File: src/rtl/barcode_period_meter.sv
// barcode_period_meter
// Measures the period between debounced rising edges of an asynchronous
// barcode square wave, averages the last four accepted periods and posts
// the result as a word plus a one-cycle done strobe. A hold input keeps
// the output word frozen while a downstream transfer is in progress.
module barcode_period_meter #(
  parameter int COUNT_W    = 24,
  parameter int STABLE     = 4,
  parameter int MIN_PERIOD = 8,
  parameter int TIMEOUT    = 2**20
) (
  input  logic               sck,
  input  logic               reset,
  input  logic               signal,
  input  logic               hold,
  output logic [COUNT_W-1:0] period_word,
  output logic               done,
  output logic               nosig
);

  localparam int                 RUN_W    = (STABLE > 1) ? $clog2(STABLE) : 1;
  localparam logic [RUN_W-1:0]   RUN_LAST = RUN_W'(STABLE - 1);
  localparam logic [RUN_W-1:0]   RUN_ONE  = RUN_W'(1);
  localparam logic [COUNT_W-1:0] CNT_MAX  = '1;
  localparam logic [COUNT_W-1:0] CNT_ONE  = COUNT_W'(1);
  localparam logic [COUNT_W-1:0] MIN_VAL  = COUNT_W'(MIN_PERIOD);
  localparam logic [COUNT_W-1:0] TMO_VAL  = COUNT_W'(TIMEOUT);

  typedef enum logic [1:0] {
    IDLE,
    ARMED,
    RUN
  } state_t;

  // synchronizer and debounce
  logic             sync1_q;
  logic             sync2_q;
  logic             clean_q;
  logic             cleanPrev_q;
  logic [RUN_W-1:0] runCnt_q;

  // measurement FSM and history
  state_t           state_q;
  logic [COUNT_W-1:0] cnt_q;
  logic [COUNT_W-1:0] cnt_d;
  logic [COUNT_W-1:0] hist_q [4];
  logic             nosig_q;
  logic             sampleValid_q;

  // averaging stage
  logic [COUNT_W+1:0] sum_d;
  logic [COUNT_W-1:0] avg_d;
  logic [COUNT_W-1:0] avg_q;
  logic               avgValid_q;

  // output stage
  logic               postValid_d;
  logic [COUNT_W-1:0] postWord_d;
  logic [COUNT_W-1:0] period_word_q;
  logic               done_q;
  logic [COUNT_W-1:0] pending_q;
  logic               pendingValid_q;

  // event decode
  logic edgeSeen;
  logic timeoutHit;
  logic longEnough;

  assign period_word = period_word_q;
  assign done        = done_q;
  assign nosig       = nosig_q;

  // Bring the raw input into the sck domain and only let the debounced level flip after STABLE consecutive disagreeing samples.
  always_ff @(posedge sck) begin
    if (reset) begin
      sync1_q     <= 1'b0;
      sync2_q     <= 1'b0;
      clean_q     <= 1'b0;
      cleanPrev_q <= 1'b0;
      runCnt_q    <= '0;
    end else begin
      sync1_q     <= signal;
      sync2_q     <= sync1_q;
      cleanPrev_q <= clean_q;
      if (sync2_q != clean_q) begin
        if (runCnt_q == RUN_LAST) begin
          clean_q  <= ~clean_q;
          runCnt_q <= '0;
        end else begin
          runCnt_q <= runCnt_q + RUN_ONE;
        end
      end else begin
        runCnt_q <= '0;
      end
    end
  end

  // Decode edge/timeout events, saturating count, history average and the value offered to the output stage.
  always_comb begin
    edgeSeen    = clean_q & ~cleanPrev_q;
    timeoutHit  = (state_q != IDLE) && (cnt_q == TMO_VAL);
    longEnough  = (cnt_q >= MIN_VAL);
    cnt_d       = (cnt_q == CNT_MAX) ? cnt_q : cnt_q + CNT_ONE;
    sum_d       = {2'b00, hist_q[0]} + {2'b00, hist_q[1]} +
                  {2'b00, hist_q[2]} + {2'b00, hist_q[3]};
    avg_d       = COUNT_W'(sum_d >> 2);
    postValid_d = timeoutHit | avgValid_q;
    postWord_d  = timeoutHit ? '0 : avg_q;
  end

  // Measurement FSM: the first edge arms, long-enough edges prime or shift the history, and a silent input times out back to IDLE.
  always_ff @(posedge sck) begin
    if (reset) begin
      state_q       <= IDLE;
      cnt_q         <= '0;
      nosig_q       <= 1'b1;
      sampleValid_q <= 1'b0;
      for (int i = 0; i < 4; i++) begin
        hist_q[i] <= '0;
      end
    end else begin
      sampleValid_q <= 1'b0;
      cnt_q         <= cnt_d;
      if (timeoutHit) begin
        nosig_q <= 1'b1;
        for (int i = 0; i < 4; i++) begin
          hist_q[i] <= '0;
        end
        if (edgeSeen) begin
          state_q <= ARMED;
          cnt_q   <= CNT_ONE;
        end else begin
          state_q <= IDLE;
        end
      end else if (edgeSeen) begin
        case (state_q)
          IDLE: begin
            state_q <= ARMED;
            cnt_q   <= CNT_ONE;
          end
          ARMED: begin
            if (longEnough) begin
              for (int i = 0; i < 4; i++) begin
                hist_q[i] <= cnt_q;
              end
              nosig_q       <= 1'b0;
              state_q       <= RUN;
              cnt_q         <= CNT_ONE;
              sampleValid_q <= 1'b1;
            end
          end
          RUN: begin
            if (longEnough) begin
              hist_q[3]     <= hist_q[2];
              hist_q[2]     <= hist_q[1];
              hist_q[1]     <= hist_q[0];
              hist_q[0]     <= cnt_q;
              cnt_q         <= CNT_ONE;
              sampleValid_q <= 1'b1;
            end
          end
          default: begin
            state_q <= IDLE;
          end
        endcase
      end
    end
  end

  // Register the floor average one cycle after the history settles.
  always_ff @(posedge sck) begin
    if (reset) begin
      avg_q      <= '0;
      avgValid_q <= 1'b0;
    end else begin
      avg_q      <= avg_d;
      avgValid_q <= sampleValid_q;
    end
  end

  // Output register: posts go straight out unless held, in which case the newest post waits in pending until hold drops.
  always_ff @(posedge sck) begin
    if (reset) begin
      period_word_q  <= '0;
      done_q         <= 1'b0;
      pending_q      <= '0;
      pendingValid_q <= 1'b0;
    end else begin
      done_q <= 1'b0;
      if (postValid_d) begin
        if (!hold) begin
          period_word_q  <= postWord_d;
          done_q         <= 1'b1;
          pendingValid_q <= 1'b0;
        end else begin
          pending_q      <= postWord_d;
          pendingValid_q <= 1'b1;
        end
      end else if (!hold && pendingValid_q) begin
        period_word_q  <= pending_q;
        done_q         <= 1'b1;
        pendingValid_q <= 1'b0;
      end
    end
  end

endmodule
File: config.mk
export PLATFORM = sky130hd
export DESIGN_NAME = barcode_period_meter
export DESIGN_NICKNAME = d
export VERILOG_FILES = /design/src/rtl/barcode_period_meter.sv
export SDC_FILE = /design/constraint.sdc
export NUM_CORES = 1
export LEC_CHECK = 0
export ABC_AREA = 1
export BUFFER_PORTS_ARGS = -buffer_cell sky130_fd_sc_hd__buf_2
export CORE_UTILIZATION = 51
export CTS_CLUSTER_SIZE = 12
export DETAILED_ROUTE_END_ITERATION = 16
export PLACE_DENSITY = 0.67
export RECOVER_POWER = 25
export SETUP_SLACK_MARGIN = 0.4
export SYNTH_ARGS = -nofsm -noshare
export SYNTH_HDL_FRONTEND = slang
export SYNTH_SLANG_ARGS = --single-unit
File: constraint.sdc
create_clock -name sck -period 7.3 [get_ports sck]
set_input_delay 0.365 -clock sck [delete_from_list [all_inputs] [get_ports sck]]
set_output_delay 0.365 -clock sck [all_outputs]
set_load 0.05 [all_outputs]
# Yosys cells after proc, flatten, opt, wreduce, memory -nomap -nowiden
# Memories as Yosys holds them, arrays and structs flattened.
# Cells that the tools add are included.
[totals]
wordCells = 115
input_bits = 4
ram_bits = 96
n_memories = 1
reg_bits = 109
output_inout_bits = 26
[classes]
add_sub_neg = 5
mux = 49
bitwise = 19
order_cmp = 1
eq_ne = 9
n_reduce_logical = 16
[memory_table]
columns = ["name", "words", "word_bits", "read_ports", "rd_ports_with_merged_regs", "write_ports", "line", "text"]
rows = [
  ["hist_q", 4, 24, 4, 0, 4, "46", "logic [COUNT_W-1:0] hist_q [4];"],
]
[ops]
columns = ["operator", "n"]
rows = [
  ["$mux 24", 21],
  ["$pmux 24 s2", 1],
  ["$add 25x24->26", 1],
  ["$add 26x24->26", 1],
  ["$add 24x24->25", 1],
  ["$add 24x1->24 const B", 1],
  ["$eq 24x21->1 const B", 1],
  ["$eq 24x24->1 const B", 1],
  ["$ge 24x4->1 const B", 1],
  ["$mux 1", 23],
  ["$or 1x1->1", 13],
  ["$mux 2", 3],
  ["$pmux 2 s3", 1],
  ["$reduce_and 2->1", 3],
  ["$reduce_and 3->1", 2],
  ["$reduce_bool 2->1", 3],
  ["$not 1->1", 5],
  ["$eq 2x2->1 const B", 2],
  ["$ne 2x2->1 const B", 2],
  ["$reduce_or 2->1", 2],
  ["$reduce_or 4->1", 1],
  ["$ne 3x3->1 const B", 1],
  ["$reduce_or 3->1", 1],
  ["$add 2x1->2 const B", 1],
  ["6 further kinds", 7],
]

# Longest topological paths before layout
# Gate-level depths: netlist of run 1.
[logic_depth]
depth_word = 9
depth_mapped = 16
ltp_nobuf = 16

# Worst setup path before layout of run 1
# Ideal clock, no wire load.
[synth_timing]
path_kind = "register -> register"
start = "memory hist_q[2][1]"
end = "register avg_q[13]"
slack_ps = 4506
n_path_buf = 0
arrival_time_ps = 2682
required_time_ps = 7187
stages_incl_launch_ff = 15
period_less_slack_ps = 2794
setup_ps = 113
cell_sequence = "edfxtp_1 > inv_1 > fa_1 > fa_1 > nor3_1 > fa_1 > nand3_1 > nand3_1 > nand2_1 > nand2_1 > nand3_1 > nand3_1 > nand2_1 > nand2_1 > nor2_1"
[synth_rtl]
columns = ["element", "line", "text"]
rows = [
  ["start: declaration", "46", ""],
  ["end signal: assignment", "176", "avg_q <= avg_d;"],
  ["end: declaration", "53", "logic [COUNT_W-1:0] avg_q;"],
]

==> impl_metrics.toml, run 1 <==
[clock_tree]
htreeDepth = 1
cts_hold_buf = 0
clock-sinks = 205
cts_resized = 0
clockRootBuffer = "clkbuf_16"
cts_buffer_depth = 3
clkSlewWorstSetupHoldPaths_ns = 0.06
postCtsSetupRepairBufs = 0
numCtsBuffers = 23
clk_latency_ns = 0.50
cts_tree = "done"

[yosys]
synth_cells = 1547
yosysUniqueCellTypes = 38
ys_ff_latch = 205
seq_area_frac_synth_pct = 42.50
syn_nets = 1630
synth_warnings = 0
synth.avg_cell_area_um2 = 7.704
syn_area_um2 = 11920

[timing]
fin_setup_tns_ns = 0
setup-violations-final = 0
fin_crit_sh_pct = 62.09
rsz0062_at_grt = "false"
max_freq_mhz = 220.6
worst_slack_ns = 2.767
clock_skew_ns = 0.01269
post-route-min-period_ns = 4.533
hold_viol = 0
worst_pin_slew_ns = 2.978
slew_viol_final = 118
slew_headroom_pct = -98.51

[worst_hold_path]
whs_path_depth = 3
hold_class = "input pin to flop"

[critical_path]
path_class = "flop to flop"
cp_common_cell = "nand2_1"
critPathCaptureType = "flop"
cp.required_ns = 7.22
slowest_stage = "nand3_1"
worstPathArrival_ns = 4.45
crit_chain = "inv_1 -> ha_1 -> nor2_1 -> nand2_1 -> nor2_1 -> nand3_4 -> nand2_1 -> inv_1 -> nand2_1 -> nand3_1"
cpPeakStageDelay_ns = 0.99
r2r_cells = 10
cp-start-kind = "flop"
cp_max_fo = 55

[detailed_routing]
avgRoutedWirePerCell_um = 14.36
route.detailed.drc = 0
wirelength_um = 27090
dr.pass1.iters = 5
via_count = 9422
drtIter0Drc = 662
detail-route-antenna-nets = 0
vias_per_cell = 4.993

[floorplan]
die_h_um = 154.9
core-area_um2 = 22780
rows = 55
die_w_um = 154.9
start_util_pct = 52.32
io_pins = 30
die_area_um2 = 23980

[power]
seq_power_share_pct = 46.6
ir_drop_uv = 114.5
leakagePower_nw = 6.179
sw_frac_of_total_pct = 27.89
power.density_nw_per_um2 = 214.3
combPwrFrac_pct = 16.1
intPower_mw = 1.983
p_sw_mw = 0.7672
p_clk_share_pct = 37.3

[finish]
nNetsFinal = 1642
diodes = 0
stdcell_area_um2 = 12830
syn_to_final_growth_pct = 7.695
drive_gt1_share_pct = 3.812

[placed_design]
place_congestion = 0.9234
dp_slack_ns = 2.950
dpl_cell_area_um2 = 12240
numPortBuffers = 29
hpwl_um = 20270

[global_route]
grt_usage_pct = 23.62
grt_pass1_vias = 9150
grt_overflow = 0
grt_max_degree = 79
grt_pass1_wl_um = 45450
antenna_found_initial = 0

[run_status]
failed_checks = "capacitance limit, slew limit"
status = "finished, violations left"

[flow_run]
drv_cap = 2
-- critical path: cells and delay by family (launching register included) --
kind | cells | cell delay [ns]
and+or+nand+nor | 7 | 2.93
DFF | 1 | 0.40
buffers and inverters | 2 | 0.37
adders and majority gates | 1 | 0.24
-- placed cells by master (no fill, tap or decap), types with 2 or more instances in the layout --
| cell type | synthesis | routed |
|---|---|---|
| nor2_1 | 177 | 179 |
| buf_4 | 4 | 4 |
| o21ai_0 | 35 | 35 |
| nand3_2 | 4 | 2 |
| nand3_4 | 12 | 12 |
| nand3_1 | 122 | 124 |
| clkinv_1 | 1 | 2 |
| nor2_4 | 4 | 4 |
| inv_1 | 268 | 268 |
| xnor2_1 | 2 | 2 |
| a21oi_1 | 72 | 72 |
| buf_2 | 9 | 2 |
| xor2_1 | 9 | 9 |
| clkbuf_1 | 21 | 37 |
| nand4_1 | 19 | 19 |
| clkinv_4 | 0 | 2 |
| o21bai_1 | 2 | 2 |
| ha_1 | 31 | 31 |
| fa_1 | 48 | 48 |
| dfxtp_1 | 109 | 109 |
| clkbuf_16 | 0 | 23 |
| nand3b_1 | 2 | 2 |
| nor3_1 | 10 | 10 |
| and2_1 | 2 | 2 |
| nand2_1 | 461 | 462 |
| clkinv_2 | 0 | 6 |
| edfxtp_1 | 96 | 96 |
-- synthesized netlist by cell type --
cell type / number / area share (%)
o22ai_1: 1 / 0.053
nand3_2: 4 / 0.34
o211ai_1: 1 / 0.063
a211oi_1: 1 / 0.063
nor2_2: 3 / 0.16
ha_1: 31 / 3.3
o21ai_0: 35 / 1.5
o21bai_1: 2 / 0.13
and2_1: 2 / 0.10
fa_1: 48 / 8.1
nand2_2: 1 / 0.053
inv_1: 268 / 8.4
clkinv_1: 1 / 0.031
xnor2_1: 2 / 0.15
buf_12: 1 / 0.17
nor2_4: 4 / 0.38
nor2_1: 177 / 5.6
clkbuf_1: 21 / 0.66
inv_4: 1 / 0.053
buf_6: 4 / 0.38
nand2_4: 1 / 0.094
nand3b_1: 2 / 0.13
a21oi_1: 72 / 3.0
edfxtp_1: 96 / 24
nor3b_1: 1 / 0.063
buf_8: 1 / 0.13
xor2_1: 9 / 0.66
nand3_4: 12 / 1.8
nand4_1: 19 / 1.0
inv_2: 2 / 0.063
nor3_1: 10 / 0.42
buf_1: 8 / 0.25
o21a_1: 1 / 0.063
buf_2: 9 / 0.38
nand2_1: 461 / 15
buf_4: 4 / 0.25
dfxtp_1: 109 / 18
nand3_1: 122 / 5.1
-- kinds of logic (layout without fill, tap and decap cells) --
kind of cell | after synthesis | count (layout) | synth area share, %
flip-flops | 205 | 205 | 42.50
AO/OA/AOI/OAI | 113 | 113 | 4.861
adder cells (fa/ha/maj) | 79 | 79 | 11.32
XOR/XNOR | 11 | 11 | 0.8085
AND/OR/NAND/NOR | 819 | 819 | 29.71
buffers and inverters | 320 | 347 | 10.80
-- registers in the layout, indices dropped and copies added (netlist names) --
register / flops
done: 1
avgValid_q: 1
clean_q: 1
sync2_q: 1
pending_q: 24
state_q: 2
pendingValid_q: 1
cnt_q: 24
avg_q: 24
cleanPrev_q: 1
sampleValid_q: 1
period_word: 24
sync1_q: 1
runCnt_q: 2
nosig: 1
hist_q: 96
-- through the flow --
stage               cells  power [mW]  hold slack (ns)  utilization, %
detailed placement   1847       1.750           0.4021           53.72
global route         1887       2.891          0.07543           56.35
global placement     1847       1.742           0.3974           53.72
finish               1887       2.750          0.08518           56.35
CTS                  1887       2.776          0.07102           56.61
floorplan            1547       1.628           0.3883               -
-- path summary, 6_finish.rpt --
| kind | startpoint | endpoint | slack (ns) |
|---|---|---|---|
| hold reg to reg | sync1_q | sync2_q | 0.41 |
| hold / removal | signal | sync1_q | 0.09 |
| setup / recovery | state_q[0] | hist_q[0][2] | 2.77 |
| setup reg to reg | state_q[0] | hist_q[0][2] | 2.77 |
-- cell type report --
type	instances	area [um2]
timing repair buffer	35	148.9
inverter	272	1023
clock inverter	8	47.55
tap	313	391.6
clock buffer	32	610.6
sequential	205	5065
fill	2166	9943
multi-input combinational	1022	5548
-- per-layer routing --
layer | vias to the layer above | GRT usage (%) | share of wire (%)
met3 | 60 | 2.256 | 4.9
met5 | - | 0 | 0
met1 | 4290 | 30.97 | 44
met2 | 253 | 40.67 | 48
met4 | 0 | 8.628 | 3.1
li1 | 4819 | - | -
-- power by group through the flow --
stage | logic [mW] | clock network, mW | registers (mW)
5_1_grt | 0.514 | 1.09 | 1.29
2_1_floorplan | 0.332 | 0 | 1.30
4_1_cts | 0.446 | 1.05 | 1.28
3_3_place_gp | 0.438 | 0 | 1.30
3_5_place_dp | 0.443 | 0 | 1.31
6_report | 0.443 | 1.03 | 1.28
No activity file was read; power rests on OpenSTA's default activity.
==> inputs of run 2 (changes only) <==
==> constraint.sdc (replaced) <==
create_clock -name sck -period 4.2 [get_ports sck]
set_input_delay 0.21 -clock sck [delete_from_list [all_inputs] [get_ports sck]]
set_output_delay 0.21 -clock sck [all_outputs]
set_load 0.05 [all_outputs]
==> impl_metrics.toml, run 2 (synthesis results as in run 1) <==
[run_status]
status = "finished, violations left"
failed_checks = "capacitance limit, slew limit"

[placed_design]
hpwl_um = 19740
dpl_cell_area_um2 = 12300
place_congestion = 0.9372
dp.cells = 1854
numPortBuffers = 29

[floorplan]
core-area_um2 = 22780
die_area_um2 = 23980
die_h_um = 154.9
start_util_pct = 52.32
io_pins = 30
rows = 55
die_w_um = 154.9

[clock_tree]
cts_resized = 0
clk_latency_ns = 0.53
postCtsSetupRepairBufs = 0
numCtsBuffers = 24
clock-sinks = 205
cts_hold_buf = 1
cts_tree = "done"
clkSlewWorstSetupHoldPaths_ns = 0.06
htreeDepth = 1
cts_buffer_depth = 3
clockRootBuffer = "clkbuf_16"

[global_route]
antenna_found_initial = 0
grt_overflow = 0
grt_pass1_wl_um = 44810
grt_max_degree = 68
grt_pass1_vias = 9021
grt_usage_pct = 23.31

[critical_path]
rrSetupSlack_ns = 0.73
cp.required_ns = 4.44
crit_chain = "inv_1 -> ha_1 -> nand2_1 -> inv_1 -> nand2_1 -> nor2_1 -> nand3_4 -> nand2_1 -> inv_1 -> nand2_1 -> clkbuf_1 -> nand3_1 -> buf_4"
cpPeakStageDelay_ns = 0.76
path_class = "flop to flop"
slowest_stage = "clkbuf_1"
cp-start-kind = "flop"
crit_family = "buffers and inverters"
crit_buf_inv = 5
cp_max_fo = 24
cp_common_cell = "nand2_1"
critPathCaptureType = "flop"
worstPathArrival_ns = 3.71

[timing]
rsz0062_at_grt = "false"
slew_headroom_pct = -116.8
setup-violations-final = 0
clock_skew_ns = 0.01376
hold_viol = 0
max_freq_mhz = 288.2
post-route-min-period_ns = 3.470
fin_setup_tns_ns = 0
fin_crit_sh_pct = 82.62
worst_pin_slew_ns = 3.253
slew_viol_final = 68

[flow_run]
drv_cap = 1

[finish]
instances_no_fill = 1896
syn_to_final_growth_pct = 8.829
final_common_cell = "nand2_1"
largest_reg_flops = 96
top_register = "hist_q"
diodes = 0
nNetsFinal = 1651
fin_util_pct = 56.94
drive_gt1_share_pct = 4.106
stdcell_area_um2 = 12970
mostFrequentLayoutCells = "nand2_1 (462), inv_1 (269), nor2_1 (179)"

[power]
fin_total_pwr_mw = 4.944
leakagePower_nw = 6.247
power.density_nw_per_um2 = 381.2
ir_drop_uv = 273.6

[detailed_routing]
vias_per_cell = 4.979
drtIter0Drc = 650
via_count = 9440
wirelength_um = 26750
dr.pass1.iters = 5
avgRoutedWirePerCell_um = 14.11
detail-route-antenna-nets = 0
route.detailed.drc = 0

[worst_hold_path]
hold_class = "input pin to flop"
## run 2: cell count changes in the layout (fill, tap and decap cells not counted), moves of 2 or more
cell / delta
buf_4: +5
clkinv_1: +4
clkinv_2: -4
clkinv_4: -2
## run 2: routing by layer
layer,GRT usage [%],share of wire [%]
met1,30.37,45
met2,39.34,47
met3,3.120,4.1
met4,9.288,4.0
met5,0,0
## run 2: area by class of cell
type	instances	area [um2]
Multi-Input combinational cell	1022	5553
Fill cell	2184	9808
Inverter	272	1023
Tap cell	313	391.6
Clock inverter	11	93.84
Sequential cell	205	5065
Clock buffer	30	623.1
Timing Repair Buffer	43	220.2
## run 2: path summary, 6_finish.rpt
kind	depth (start not counted)	to	startpoint
min	3	pending_q[18]	hold
max reg2reg	13	hist_q[3][5]	cnt_q[0]
max	13	hist_q[3][5]	cnt_q[0]
min reg2reg	2	sync2_q	sync1_q
## run 2: stage by stage
stage / hold slack [ns] / setup WS, ns
2_1_floorplan: 0.3170 / 1.406
4_1_cts: 0.02508 / 1.018
5_1_grt: 0.05362 / 0.4434
3_3_place_gp: 0.4093 / 1.148
6_report: 0.04908 / 0.7301
3_5_place_dp: 0.4035 / 1.042
## run 2: where the power goes
part	internal [mW]	switching, mW	total, mW
clock	1.11	0.831	1.94
sequential	2.18	0.0476	2.23
combinational	0.250	0.521	0.771
## run 2: worst min-delay path, delay by kind of cell
kind / cells / cell delay [ns]
compound gates: 1 / 0.05
buf+inv: 1 / 0.16
simple gates: 1 / 0.10
